### src/rtl/riscv_pkg.sv
// Shared types for the memory arbiter slice.
// Optional perf counters in mem_arbiter are enabled by MEM_ARB_PERF_EN.
package riscv_pkg;

  localparam int ADDR_W_DEF = 32;
  localparam int DATA_W_DEF = 32;
  localparam int STARVE_DEF = 4;

  localparam logic OWNER_I = 1'b0;
  localparam logic OWNER_D = 1'b1;

  typedef enum logic [1:0] {
    IDLE,
    ISSUE,
    WAIT
  } arb_state_t;

endpackage

### src/rtl/mem_arb_pick.sv
// Combinational winner selection between fetch and data requesters.
// Data wins ties unless fetch has been starved for STARVE_LIMIT grants.
module mem_arb_pick
  import riscv_pkg::*;
#(
  parameter int STARVE_LIMIT = STARVE_DEF,
  parameter int CNT_W        = $clog2(STARVE_LIMIT + 1)
) (
  input  logic             i_req,
  input  logic             d_req,
  input  logic [CNT_W-1:0] starve_cnt,
  output logic             owner,
  output logic             any_req
);

  logic starved;

  assign starved = (starve_cnt == CNT_W'(STARVE_LIMIT));
  assign any_req = i_req | d_req;

  always_comb begin
    owner = OWNER_I;
    unique case (1'b1)
      d_req & ~(i_req & starved): owner = OWNER_D;
      default:                    owner = OWNER_I;
    endcase
  end

endmodule

### src/rtl/mem_arbiter.sv
// Single-port memory arbiter: fetch vs load/store, IDLE/ISSUE/WAIT FSM.
// Define MEM_ARB_PERF_EN to add grant and stall performance counters.
module mem_arbiter
  import riscv_pkg::*;
#(
  parameter int ADDR_W       = ADDR_W_DEF,
  parameter int DATA_W       = DATA_W_DEF,
  parameter int STARVE_LIMIT = STARVE_DEF
) (
  input  logic              clk,
  input  logic              rst_n,
  input  logic              i_req,
  input  logic [ADDR_W-1:0] i_addr,
  output logic              i_gnt,
  output logic              i_rvalid,
  output logic [DATA_W-1:0] i_rdata,
  input  logic              d_req,
  input  logic              d_we,
  input  logic [ADDR_W-1:0] d_addr,
  input  logic [DATA_W-1:0] d_wdata,
  output logic              d_gnt,
  output logic              d_rvalid,
  output logic [DATA_W-1:0] d_rdata,
  output logic              mem_req,
  output logic              mem_we,
  output logic [ADDR_W-1:0] mem_addr,
  output logic [DATA_W-1:0] mem_wdata,
  input  logic              mem_ready,
  input  logic              mem_rvalid,
  input  logic [DATA_W-1:0] mem_rdata,
`ifdef MEM_ARB_PERF_EN
  output logic [31:0]       perf_i_grants,
  output logic [31:0]       perf_d_grants,
  output logic [31:0]       perf_stall_cycles,
`endif
  output logic              busy
);

  localparam int CNT_W = $clog2(STARVE_LIMIT + 1);

  arb_state_t        state;
  arb_state_t        state_nx;
  logic              owner;
  logic              any_req;
  logic              grant;
  logic              cap_owner;
  logic              cap_we;
  logic [ADDR_W-1:0] cap_addr;
  logic [DATA_W-1:0] cap_wdata;
  logic [CNT_W-1:0]  starve_cnt;
  logic              done_wr;
  logic              done_rd;

  mem_arb_pick #(
    .STARVE_LIMIT(STARVE_LIMIT),
    .CNT_W       (CNT_W)
  ) u_pick (
    .i_req     (i_req),
    .d_req     (d_req),
    .starve_cnt(starve_cnt),
    .owner     (owner),
    .any_req   (any_req)
  );

  // Grants are suppressed while reset is held so every output reads 0.
  assign grant = (state == IDLE) & any_req & rst_n;
  assign i_gnt = grant & (owner == OWNER_I);
  assign d_gnt = grant & (owner == OWNER_D);
  assign busy  = (state != IDLE);

  assign mem_req   = (state == ISSUE);
  assign mem_we    = mem_req & cap_we;
  assign mem_addr  = mem_req ? cap_addr : '0;
  assign mem_wdata = mem_req ? cap_wdata : '0;

  assign done_wr = (state == ISSUE) & mem_ready & cap_we;
  assign done_rd = (state == WAIT) & mem_rvalid;

  always_comb begin
    state_nx = state;
    unique case (state)
      IDLE:    if (grant) state_nx = ISSUE;
      ISSUE:   if (mem_ready) state_nx = cap_we ? IDLE : WAIT;
      WAIT:    if (mem_rvalid) state_nx = IDLE;
      default: state_nx = IDLE;
    endcase
  end

  always_ff @(posedge clk or negedge rst_n) begin
    if (!rst_n) state <= IDLE;
    else        state <= state_nx;
  end

  always_ff @(posedge clk or negedge rst_n) begin
    if (!rst_n) begin
      cap_owner <= OWNER_I;
      cap_we    <= 1'b0;
      cap_addr  <= '0;
      cap_wdata <= '0;
    end else if (grant) begin
      cap_owner <= owner;
      cap_we    <= (owner == OWNER_D) & d_we;
      cap_addr  <= (owner == OWNER_D) ? d_addr : i_addr;
      cap_wdata <= (owner == OWNER_D) ? d_wdata : '0;
    end
  end

  always_ff @(posedge clk or negedge rst_n) begin
    if (!rst_n) begin
      starve_cnt <= '0;
    end else if (i_gnt) begin
      starve_cnt <= '0;
    end else if (d_gnt & i_req &
                 (starve_cnt != CNT_W'(STARVE_LIMIT))) begin
      starve_cnt <= starve_cnt + 1'b1;
    end
  end

  // Stores report completion with zero data.
  always_ff @(posedge clk or negedge rst_n) begin
    if (!rst_n) begin
      i_rvalid <= 1'b0;
      d_rvalid <= 1'b0;
      i_rdata  <= '0;
      d_rdata  <= '0;
    end else begin
      i_rvalid <= 1'b0;
      d_rvalid <= 1'b0;
      if (done_wr | done_rd) begin
        if (cap_owner == OWNER_D) begin
          d_rvalid <= 1'b1;
          d_rdata  <= done_rd ? mem_rdata : '0;
        end else begin
          i_rvalid <= 1'b1;
          i_rdata  <= done_rd ? mem_rdata : '0;
        end
      end
    end
  end

`ifdef MEM_ARB_PERF_EN
  logic stall;

  assign stall = (i_req & ~i_gnt) | (d_req & ~d_gnt);

  always_ff @(posedge clk or negedge rst_n) begin
    if (!rst_n) begin
      perf_i_grants     <= '0;
      perf_d_grants     <= '0;
      perf_stall_cycles <= '0;
    end else begin
      perf_i_grants     <= perf_i_grants + {31'b0, i_gnt};
      perf_d_grants     <= perf_d_grants + {31'b0, d_gnt};
      perf_stall_cycles <= perf_stall_cycles + {31'b0, stall};
    end
  end
`endif

endmodule

### config.mk
export PLATFORM = sky130hd
export DESIGN_NAME = mem_arbiter
export DESIGN_NICKNAME = d
export VERILOG_FILES = /design/src/rtl/riscv_pkg.sv /design/src/rtl/mem_arb_pick.sv /design/src/rtl/mem_arbiter.sv
export SDC_FILE = /design/constraint.sdc
export NUM_CORES = 1
export LEC_CHECK = 0
export CORE_MARGIN = 2
export CORE_UTILIZATION = 38
export CTS_BUF_LIST = sky130_fd_sc_hd__clkbuf_8 sky130_fd_sc_hd__clkbuf_16
export CTS_CLUSTER_DIAMETER = 150
export DETAILED_ROUTE_END_ITERATION = 8
export PLACE_DENSITY = 0.77
export SLEW_MARGIN = 20
export SYNTH_ARGS = -nofsm -noshare
export SYNTH_HDL_FRONTEND = slang
export SYNTH_HIERARCHICAL = 1
export SYNTH_SLANG_ARGS = --single-unit
### constraint.sdc
create_clock -name clk -period 1.4 [get_ports clk]
set_input_delay 0.21 -clock clk [delete_from_list [all_inputs] [get_ports clk]]
set_output_delay 0.21 -clock clk [all_outputs]
set_load 0.02 [all_outputs]
==> flow_metrics.env <==
export IMPL_status="finished, violations left"
export IMPL_failed_checks="negative setup slack"
export IMPL_switching_share_pct=36.2
export IMPL_final_seq_area_um2=3430
export IMPL_pwr_share_clk_pct=22.7
export IMPL_p_per_area_nw_per_um2=2080
export IMPL_peakVddDrop_v=0.000857
export IMPL_r2r_slack_ns=-0.37
export IMPL_fmax_ghz=0.532
export IMPL_grt_use_total_pct=26.0
export IMPL_stdcell_area_um2=11600
export IMPL_power_frac_comb_pct=49.0
export IMPL_rsz0062_at_grt="true"
export IMPL_syn_nets=679
export IMPL_hold_path_class="primary input to asynchronous set/reset pin"
export IMPL_portBuffers=269
export IMPL_switchingPower_w=0.00874
export IMPL_r2r_cells=7
export IMPL_die_area_um2=16700
export IMPL_final_net_count=1015
export IMPL_vias_per_cell=5.36
export IMPL_skew_ns=0.00881
export IMPL_cap_violations=0
export IMPL_cp_required_ns=1.19
export IMPL_end_kind="output pin"
export IMPL_insertion_delay_ns=0.42
export IMPL_via_count=5907
export IMPL_antenna_left=0
export IMPL_synth_cells=542
export IMPL_r2r_end="i_rdata[9]$_DFFE_PN0P_"
export IMPL_rows=45
export IMPL_syn_area_per_cell_um2=11.0
export IMPL_synth_seq_cells=137
export IMPL_yosysTopAreaCellShare_pct=57.4
export IMPL_wl_met3_um=1510
export IMPL_syn2layout_area_growth_pct=94.0
export IMPL_cts_root_buffer="clkbuf_16"
export IMPL_post_route_cells_drive_above_1_share_pct=42.5
export IMPL_drc=0
export IMPL_finalCritPeriodShare_pct=134
export IMPL_synth_area_top_cells="dfrtp_1 57%, a22o_1 9.5%, and2_1 6.8%"
export IMPL_clkSlewWorstSetupHoldPaths_ns=0.06
export IMPL_drt_wl_total_um=24100
export IMPL_fin_cells=1102
export IMPL_timing_worst_setup_path_type="flip-flop to output pin"
export IMPL_worst_r2r_startpoint="state[1]$_DFFE_PN0P_"
export IMPL_dp_hpwl_um=12900
export IMPL_fill_cells=952
export IMPL_drt_first_pass_iters=5
export IMPL_pwr_share_seq_pct=28.3
export IMPL_antenna_found_initial=0
export IMPL_wl_met1_um=9020
export IMPL_wl_per_cell_um=21.9
export IMPL_hold_violations=0
export IMPL_grt_max_degree=70
export IMPL_met2WireLength_um=12600
export IMPL_die_w_um=129
export IMPL_die_h_um=129
export IMPL_path_max_fanout=12
export IMPL_critPathLaunchType="flip-flop"
export IMPL_intPower_w=0.0154
export IMPL_dp_cells=1009
export IMPL_place_area_um2=9040
export IMPL_syn_area_um2=5970
export IMPL_p_leak_nw=5.55
export IMPL_fin_ws_ns=-0.481
export IMPL_core_area_um2=15300
export IMPL_min_period_ns=1.88
export IMPL_grt_pass1_vias=5999
export IMPL_top_layer_used="met4"
export IMPL_cts_tree="yes"
export IMPL_grt_pass1_wl_um=32600
export IMPL_clock_path_buffers=2
export IMPL_ys_types=35
export IMPL_drt_iter0_markers=360
export IMPL_io_pin_count=270
export IMPL_htreeDepth=4
export IMPL_yosysWarningCount=6
export IMPL_final_setup_viol_count=204
export IMPL_grt_overflow=0
export IMPL_ys_seq_area_share_pct=57.4
export IMPL_numCtsBuffers=17
export IMPL_drv_slew=0
export IMPL_arrival_ns=1.67
export IMPL_gp_congestion=0.824
export IMPL_power_total_w=0.0241
export IMPL_slew_headroom_pct=42.1
export IMPL_diodes=0
export IMPL_pre_cts_ws_ns=-0.615
export IMPL_clock_sinks=137
export IMPL_yosysTopAreaCell="dfrtp_1"
export IMPL_multi_input_area_um2=3010
export IMPL_worst_slew_pin_slew_ns=0.868
export IMPL_initial_core_util_pct=39.1
registers in the layout, summed over array words and instances, names as in the netlist:
register / cells
cap_we: 1
d_rvalid: 1
state: 2
cap_owner: 1
starve_cnt: 3
d_rdata: 32
i_rvalid: 1
cap_addr: 32
i_rdata: 32
cap_wdata: 32
synthesized netlist by cell type:
| master | instances |
|---|---|
| dfrtp_1 | 137 |
| nand2_1 | 100 |
| a22o_1 | 65 |
| and2_1 | 65 |
| nand3_1 | 33 |
| o21ai_0 | 33 |
| mux2i_1 | 32 |
| buf_2 | 23 |
| clkbuf_1 | 10 |
| buf_6 | 8 |
| inv_1 | 5 |
| buf_4 | 3 |
| nor2_1 | 3 |
| ha_1 | 2 |
| nand2b_1 | 2 |
| or2_2 | 2 |
| a21boi_0 | 1 |
| a21o_1 | 1 |
| a21oi_1 | 1 |
| a31oi_1 | 1 |
| and2_4 | 1 |
| and2b_1 | 1 |
| and3_1 | 1 |
| and3b_4 | 1 |
| and4b_4 | 1 |
| and4bb_1 | 1 |
| mux2_2 | 1 |
| nand4b_1 | 1 |
| nand4bb_1 | 1 |
| nor2b_4 | 1 |
| o21ai_1 | 1 |
| o21ai_4 | 1 |
| o21bai_4 | 1 |
| o31a_1 | 1 |
| or4bb_1 | 1 |
worst max path at each step:
stage                         end                      start
floorplan                   i_gnt  starve_cnt[1]$_DFFE_PN0P_
global placement            i_gnt                      i_req
detailed placement          i_gnt                      i_req
CTS                 mem_wdata[24]       state[1]$_DFFE_PN0P_
global route         mem_wdata[4]       state[1]$_DFFE_PN0P_
finish               mem_addr[24]       state[1]$_DFFE_PN0P_
logic make-up (layout without fill, tap and decap cells):
logic type	after synthesis	in the layout	share of synthesized area, %
and+or+nand+nor	215	215	18.3
DFF	137	137	57.4
AOI/OAI and AO/OA	106	106	13.6
buffers and inverters	49	398	4.76
muxes	33	33	5.56
adders and majority gates	2	2	0.419
stage by stage:
stage	hold WS, ns	setup TNS (ns)	utilization [%]
6_report	0.0593	-69.61	75.9
5_1_grt	0.128	-76.49	75.9
4_1_cts	0.0952	-69.56	70.3
3_5_place_dp	0.302	-71.52	59.3
3_3_place_gp	0.293	-69.34	59.3
2_1_floorplan	-0.0856	-0.0655	-
timing repair:
item                       CTS  global route
hold endpoints to repair    14             0
setup endpoints to repair  267           206
hold buffers                 1             0
pin swaps                   63            95
resized for setup          552           210
gates cloned                22             9
buffers inserted            25            20
power groups by stage:
stage / Sequential, W / Combinational, W / Clock, W
after floorplan: 0.00724 / 0.00384 / 0
after global placement: 0.00646 / 0.00866 / 0
after detailed placement: 0.00657 / 0.00887 / 0
after CTS: 0.00653 / 0.0106 / 0.00547
after global routing: 0.00698 / 0.0124 / 0.00568
final: 0.00682 / 0.0118 / 0.00548
worst max-delay path, cell delays in order, from the launching register on:
cell and delay [ns]:
dfrtp_1 0.40, and2b_4 0.33, buf_12 0.15, buf_4 0.11
and2_4 0.14, buf_6 0.11
placed cells by master (no fill, tap or decap), types with 26 or more instances in the layout:
master | netlist | final
nand3_2 | 0 | 30
dfrtp_1 | 137 | 137
buf_4 | 3 | 29
nand2_2 | 0 | 32
and2_4 | 1 | 26
buf_6 | 8 | 87
dlygate4sd2_1 | 0 | 65
and2_2 | 0 | 28
nand2_1 | 100 | 52
clkdlybuf4s50_1 | 0 | 133
a22o_1 | 65 | 65
per-layer routing:
layer,vias to the layer above,global-route usage (%)
met3,74,6.32
met5,-,0
li1,2568,-
met4,0,14.3
met1,2977,30.2
met2,288,44.1
layout make-up:
cell class	instances	share of cell area, %
sequential	137	29.6
inverter	5	0.270
clock buffer	21	4.15
clock inverter	11	2.08
multi-input combinational	356	26.0
tap	211	2.28
timing repair buffer	361	35.6
Note: power is estimated with default switching activity, not from simulation.
